==> src/rtl/periph_bus_initiator.sv <==
// periph_bus_initiator: single-outstanding valid/ready to peripheral bus bridge.
// Define PERIPH_POSTED_WRITE_EN to build the posted-write FIFO.
module periph_bus_initiator #(
  parameter int ADDR_WIDTH = 14,
  parameter int FIFO_DEPTH = 4
) (
  input  logic                  clk,
  input  logic                  rst_n,
  input  logic                  req_valid,
  output logic                  req_ready,
  input  logic                  req_we,
  input  logic [ADDR_WIDTH-1:0] req_addr,
  input  logic [31:0]           req_wdata,
  output logic                  rsp_valid,
  output logic [31:0]           rsp_rdata,
  output logic                  busy,
  output logic [ADDR_WIDTH-1:0] bus_address,
  output logic [31:0]           bus_write_data,
  output logic                  bus_we,
  output logic                  bus_re,
  input  logic [31:0]           bus_read_data
);

  typedef enum logic [2:0] {
    IDLE          = 3'd0,
    WR_ISSUE      = 3'd1,
    RD_WAIT_DRAIN = 3'd2,
    RD_ISSUE      = 3'd3,
    RD_CAPTURE    = 3'd4
  } state_e;

  state_e                state_q, state_d;
  logic                  req_ready_q, req_ready_d;
  logic                  rsp_valid_q, rsp_valid_d;
  logic [31:0]           rdata_q, rdata_d;
  logic                  busy_q, busy_d;
  logic [ADDR_WIDTH-1:0] addr_q, addr_d;
  logic [31:0]           wdata_q, wdata_d;
  logic                  we_q, we_d;
  logic                  re_q, re_d;
  logic                  req_fire;
  logic                  full_d;
  logic                  empty_d;

`ifdef PERIPH_POSTED_WRITE_EN
  localparam int PW = $clog2(FIFO_DEPTH);

  logic [ADDR_WIDTH-1:0] fifo_addr_q [FIFO_DEPTH];
  logic [31:0]           fifo_data_q [FIFO_DEPTH];
  logic [PW-1:0]         wr_ptr_q, wr_ptr_d;
  logic [PW-1:0]         rd_ptr_q, rd_ptr_d;
  logic [PW:0]           cnt_q, cnt_d;
  logic [ADDR_WIDTH-1:0] rd_addr_q, rd_addr_d;
  logic                  enq;
  logic                  deq;
`endif

  assign req_fire = req_valid && req_ready_q;

  always_comb begin
    state_d     = state_q;
    rsp_valid_d = 1'b0;
    rdata_d     = rdata_q;
    addr_d      = addr_q;
    wdata_d     = wdata_q;
    we_d        = 1'b0;
    re_d        = 1'b0;
    full_d      = 1'b0;
    empty_d     = 1'b1;
`ifdef PERIPH_POSTED_WRITE_EN
    enq       = 1'b0;
    deq       = 1'b0;
    rd_addr_d = rd_addr_q;
    wr_ptr_d  = wr_ptr_q;
    rd_ptr_d  = rd_ptr_q;
    cnt_d     = cnt_q;
`endif
    unique case (state_q)
      IDLE: begin
        if (req_fire) begin
          if (req_we) begin
`ifdef PERIPH_POSTED_WRITE_EN
            enq = 1'b1;
`else
            state_d     = WR_ISSUE;
            we_d        = 1'b1;
            addr_d      = req_addr;
            wdata_d     = req_wdata;
            rsp_valid_d = 1'b1;
`endif
          end else begin
`ifdef PERIPH_POSTED_WRITE_EN
            rd_addr_d = req_addr;
            if (cnt_q != '0) begin
              state_d = RD_WAIT_DRAIN;
            end else begin
              state_d = RD_ISSUE;
              re_d    = 1'b1;
              addr_d  = req_addr;
            end
`else
            state_d = RD_ISSUE;
            re_d    = 1'b1;
            addr_d  = req_addr;
`endif
          end
        end
      end
      WR_ISSUE: state_d = IDLE;
`ifdef PERIPH_POSTED_WRITE_EN
      // Wait one extra cycle after the last pop so strobes never overlap.
      RD_WAIT_DRAIN: begin
        if (cnt_q == '0) begin
          state_d = RD_ISSUE;
          re_d    = 1'b1;
          addr_d  = rd_addr_q;
        end
      end
`endif
      RD_ISSUE: begin
        state_d     = RD_CAPTURE;
        rsp_valid_d = 1'b1;
      end
      RD_CAPTURE: begin
        state_d = IDLE;
        rdata_d = bus_read_data;
      end
      default: state_d = IDLE;
    endcase
`ifdef PERIPH_POSTED_WRITE_EN
    deq = (cnt_q != '0);
    if (deq) begin
      we_d     = 1'b1;
      addr_d   = fifo_addr_q[rd_ptr_q];
      wdata_d  = fifo_data_q[rd_ptr_q];
      rd_ptr_d = rd_ptr_q + 1'b1;
    end
    if (enq) begin
      wr_ptr_d = wr_ptr_q + 1'b1;
    end
    cnt_d   = cnt_q + (PW+1)'(enq) - (PW+1)'(deq);
    full_d  = (cnt_d == (PW+1)'(FIFO_DEPTH));
    empty_d = (cnt_d == '0);
`endif
    req_ready_d = (state_d == IDLE) && !full_d;
    busy_d      = (state_d != IDLE) || !empty_d;
  end

  always_ff @(posedge clk or negedge rst_n) begin
    if (!rst_n) begin
      state_q     <= IDLE;
      req_ready_q <= 1'b1;
      rsp_valid_q <= 1'b0;
      rdata_q     <= '0;
      busy_q      <= 1'b0;
      addr_q      <= '0;
      wdata_q     <= '0;
      we_q        <= 1'b0;
      re_q        <= 1'b0;
    end else begin
      state_q     <= state_d;
      req_ready_q <= req_ready_d;
      rsp_valid_q <= rsp_valid_d;
      rdata_q     <= rdata_d;
      busy_q      <= busy_d;
      addr_q      <= addr_d;
      wdata_q     <= wdata_d;
      we_q        <= we_d;
      re_q        <= re_d;
    end
  end

`ifdef PERIPH_POSTED_WRITE_EN
  always_ff @(posedge clk or negedge rst_n) begin
    if (!rst_n) begin
      wr_ptr_q  <= '0;
      rd_ptr_q  <= '0;
      cnt_q     <= '0;
      rd_addr_q <= '0;
    end else begin
      wr_ptr_q  <= wr_ptr_d;
      rd_ptr_q  <= rd_ptr_d;
      cnt_q     <= cnt_d;
      rd_addr_q <= rd_addr_d;
    end
  end

  always_ff @(posedge clk) begin
    if (enq) begin
      fifo_addr_q[wr_ptr_q] <= req_addr;
      fifo_data_q[wr_ptr_q] <= req_wdata;
    end
  end
`endif

  assign req_ready      = req_ready_q;
  assign rsp_valid      = rsp_valid_q;
  assign busy           = busy_q;
  assign bus_address    = addr_q;
  assign bus_write_data = wdata_q;
  assign bus_we         = we_q;
  assign bus_re         = re_q;
  // Decoder read data is already a flop; forward it in the capture cycle.
  assign rsp_rdata = (state_q == RD_CAPTURE) ? bus_read_data : rdata_q;

endmodule
==> config.mk <==
export PLATFORM = sky130hd
export DESIGN_NAME = periph_bus_initiator
export DESIGN_NICKNAME = d
export VERILOG_FILES = /design/src/rtl/periph_bus_initiator.sv
export SDC_FILE = /design/constraint.sdc
export NUM_CORES = 1
export LEC_CHECK = 0
export ABC_AREA = 1
export BUFFER_PORTS_ARGS = -buffer_cell sky130_fd_sc_hd__buf_2
export CAP_MARGIN = 20
export CORE_ASPECT_RATIO = 0.7
export CORE_MARGIN = 2
export CORE_UTILIZATION = 47
export DETAILED_ROUTE_END_ITERATION = 7
export PLACE_DENSITY = 0.89
export SLEW_MARGIN = 20
export SYNTH_ARGS = -nofsm -noshare
export SYNTH_HDL_FRONTEND = slang
export SYNTH_SLANG_ARGS = --single-unit
==> constraint.sdc <==
create_clock -name clk -period 1.5 [get_ports clk]
set_clock_uncertainty 0.05 [all_clocks]
set_input_delay 0.3 -clock clk [delete_from_list [all_inputs] [get_ports clk]]
set_output_delay 0.3 -clock clk [all_outputs]
set_load 0.03 [all_outputs]
=== Word-level counts from Yosys, hierarchy flattened ===
Cells that the tools add are included.

* Equality and inequality tests: 2
* Muxes and demuxes: 11
* Reduce and logical (&&, ||, !) cells: 6

{| class="wikitable"
|+ Operators by type and width
! cell !! number
|-
| two-way mux 32 bit || 1
|-
| zero test 3 bit || 2
|-
| two-way mux 1 bit || 6
|-
| case mux 3 bit (2 select lines) || 1
|-
| equality test 3 x 2 -> 1 bit, second input constant || 1
|-
| equality test 3 bit, second input constant || 1
|-
| two-way mux 3 bit || 1
|-
| AND reduction 3 bit || 1
|-
| nonzero test 3 bit || 1
|-
| two-way mux 2 bit || 1
|-
| case mux 1 bit (2 select lines) || 1
|-
| AND reduction 2 bit || 1
|-
| logical AND 1 bit || 1
|}

* Register bits: 86

=== Depth between registers and ports, before layout ===
* Depth after elaboration: 4
* Gate-level depth with buffers: 7

=== Worst setup path before layout ===
No wires, ideal clock.

* Path type: register -> output
* Start point: register state_q[1]
* End point: output rsp_rdata[10]
* Arrival time: 1.128 ns
* Slack: 0.022 ns
* Stages on the path, launching flop included: 6
* Path buffers: 1
* Path through: dfrtp_1 -> nor2_4 -> nand2_1 -> buf_2 -> nand2_1 -> nand2_1

* Word-level cells in the longest chain between the ends: 2

{| class="wikitable"
|+ Ends and longest elaborated chain
! element !! RTL line !! text
|-
| from (decl) || 32 || <nowiki>state_e state_q, state_d;</nowiki>
|-
| from (signal assigned) || 161 || <nowiki>state_q <= state_d;</nowiki>
|-
| equality test 3 bit || 204 || <nowiki>assign rsp_rdata = (state_q == RD_CAPTURE) ? bus_read_data : rdata_q;</nowiki>
|-
| two-way mux 32 bit || 204 ||
|-
| to (decl) || 15 || <nowiki>output logic [31:0] rsp_rdata,</nowiki>
|}

Every way passes these cells.

=== Worst setup path in the final report ===
* Start point: register state_q[1]
* End point: output rsp_rdata[13]

The elaborated chain is that of the path after synthesis.

==> results.py <==
metrics = {
    "run_status": {
        "status": "finished, violations left",
        "violations": "setup timing",
    },
    "drt": {
        "drt-vias-per-instance": 4.97,
        "vias": 3338,
        "routed_wl_mm": 9.53,
        "drc_errors": 0,
        "wl_per_cell_um": 14.2,
        "dr.pass1.iters": 4,
        "ant_nets": 0,
        "first_iter_violations": 261,
    },
    "timing": {
        "finalHoldViolCount": 0,
        "slew_viol_final": 0,
        "worst_pin_slew_ns": 0.360,
        "setup_ws_ns": -0.361,
        "fin_crit_sh": 1.24,
        "finalSetupTns_ns": -10.10,
        "min_period_ns": 1.86,
        "slew_headroom": 0.758,
        "rsz0062_at_grt": "yes",
        "clock.fmax_mhz": 537,
        "setup_viol": 32,
    },
    "layout": {
        "area_growth_pct": 43.8,
        "nets": 651,
        "multi_input_area_um2": 1250,
        "fin_util": 0.702,
        "diodes": 0,
        "nFillCells": 534,
        "final_layout_size_suffix_gt1_frac": 0.413,
        "seqCellArea_um2": 2150,
    },
    "global_routing": {
        "met2_usage": 0.377,
        "grt_max_degree": 38,
        "grtUsageTotal": 0.228,
        "busiest_layer": "met2",
        "antenna_found_initial": 0,
        "use_met3": 0.0621,
        "grt-ovfl-total": 0,
        "grtUsageMet1": 0.280,
        "grt_pass1_vias": 3388,
        "grt_first_pass_wirelength_mm": 15.0,
    },
    "placed_design": {
        "hpwl_mm": 6.24,
        "io_buffer_count": 164,
        "dp_worst_setup_slack_ns": 0.00386,
        "gp_congestion": 0.793,
    },
    "worst_setup_path": {
        "rr_startpoint": "state_q[1]$_DFF_PN0_",
        "worst-setup-path-type": "register to primary output",
        "crit_path_start_kind": "register",
        "cp.arrival_ns": 1.51,
        "r2r_slack_ns": 0.08,
        "required_ns": 1.15,
        "r2r_end": "bus_address[5]$_DFFE_PN0P_",
        "path_max_fanout": 34,
        "r2r_cells": 5,
        "end_kind": "primary output",
    },
    "power": {
        "peakVddDrop_mv": 1.51,
        "p_clk_frac": 0.132,
        "swShare": 0.456,
        "p_seq_frac": 0.319,
        "p_leak_nw": 2.85,
        "power.total_mw": 12.2,
        "power_density_nw_per_um2": 2370,
        "power_switching_mw": 5.59,
        "p_int_mw": 6.66,
        "pwr-share-comb": 0.549,
    },
    "yosys": {
        "synth_fp_nets": 480,
        "synth-seq-cells": 86,
        "async_reset_ff_frac": 1.00,
        "syn_inst": 398,
        "syn_area_um2": 3590,
        "syn_area_per_cell_um2": 9.02,
        "seq_area_frac_synth": 0.600,
        "synth_flop_cell": "dfrtp_1",
        "synth_cell_types": 17,
        "synth_edf_count": 0,
        "synth.most_common_cell": "nand2_1",
        "synth_top_cell_area_share": 0.592,
        "synthTopCellsByArea": "dfrtp_1 (59%), nand2_1 (15%), nand3_1 (8.9%)",
        "yosys_warnings": 0,
        "synthTopCellsByCount": "nand2_1 (141), dfrtp_1 (85), nand3_1 (64)",
        "yosys.area.top_type": "dfrtp_1",
    },
    "cts": {
        "clk_latency_ns": 0.35,
        "path_clk_slew_ns": 0.09,
        "cts_buffers": 9,
        "cts-root-buf": "clkbuf_8",
        "cts_tree": "done",
        "ctsHtreeMaxLevel": 3,
        "clkSinkCount": 86,
        "cts_buffer_depth": 2,
    },
    "worst_hold_path": {
        "hold_path.class": "input port to register",
        "min-delay-start": "req_addr[3]",
        "holdPathStages": 3,
        "hold_end": "bus_address[3]$_DFFE_PN0P_",
    },
    "floorplanning": {
        "die_h_um": 77.1,
        "num_io_pins": 165,
        "start_util": 0.488,
        "core-area_um2": 7350,
        "row_count": 26,
        "die_x_um": 108,
        "die_area_um2": 8370,
    },
    "flow_run": {
        "maxCapViolations": 0,
    },
}
-- worst max-delay path by stage --
stage	depth (start not counted)	slack (ns)	from	end
detailed placement	5	0.004	state_q[1]$_DFF_PN0_	rsp_rdata[14]
global placement	5	0.03	state_q[1]$_DFF_PN0_	rsp_rdata[14]
floorplan	5	0.02	state_q[1]$_DFF_PN0_	rsp_rdata[10]
global route	5	-0.45	state_q[0]$_DFF_PN0_	rsp_rdata[13]
finish	5	-0.36	state_q[1]$_DFF_PN0_	rsp_rdata[13]
CTS	5	-0.38	state_q[1]$_DFF_PN0_	rsp_rdata[12]
-- layout make-up --
class	count	area share
clock buffer	11	0.0274
clock inverter	5	0.0114
inverter	39	0.0284
multi-input combinational	249	0.243
sequential	86	0.417
tap	98	0.0238
timing repair buffer	184	0.249
-- power by group through the flow --
stage	clock network, mW	registers (mW)	logic [mW]
after floorplan	0	5.19	2.62
after global placement	0	3.87	5.76
final	1.62	3.90	6.73
after detailed placement	0	3.91	5.91
after CTS	1.68	3.89	6.31
after global routing	1.77	4.01	7.22
-- layout by cell type, fill, tap and decap left out, drive strengths merged --
cell,count
buf,183
clkinv,2
nor3,1
clkinvlp,2
o21bai,32
o21ai,1
clkbuf,11
nand3,66
nand2,142
nor2,7
bufinv,1
dlygate4sd3,1
dfstp,1
inv,39
dfrtp,85
-- routing by layer --
layer | vias to the layer above | part of all wire
li1 | 1595 | -
met1 | 1584 | 0.42
met2 | 140 | 0.50
met3 | 19 | 0.070
met4 | 0 | 0.018
met5 | - | 0
-- state kept, by name, summed over array words and instances, names as in the netlist --
register,count
bus_address,14
bus_re,1
bus_we,1
bus_write_data,32
busy,1
rdata_q,32
req_ready,1
rsp_valid,1
state_q,3
-- repair_timing --
| action | in CTS | in global routing |
|---|---|---|
| endpoints found under the hold margin | 14 | 0 |
| pin swaps | 0 | 1 |
| endpoints found under the setup margin | 32 | 49 |
| hold buffers | 1 | 0 |
| buffers inserted | 0 | 1 |
| gates resized for setup | 43 | 53 |
-- metrics by stage --
step / cell area, µm² / hold slack, ns / instances
after floorplan: 3590 / -0.0456 / 398
after global placement: 4660 / 0.133 / 654
after detailed placement: 4660 / 0.137 / 654
after CTS: 4980 / 0.0627 / 671
after global routing: 5160 / 0.0763 / 672
final: 5160 / 0.0843 / 672
-- kinds of logic after synthesis --
logic type      after synthesis  share of synthesized area
compound gates               33                     0.0683
buf+inv                      63                     0.0739
flops                        86                      0.600
simple gates                216                      0.258
-- worst max-delay path, cell delays in order, from the launching register on --
cell and delay [ns]:
dfrtp_1 0.41, nor2_4 0.15, buf_12 0.21, nand3_1 0.14
nand2_2 0.12, buf_6 0.13
Note: power is estimated with default switching activity, not from simulation.
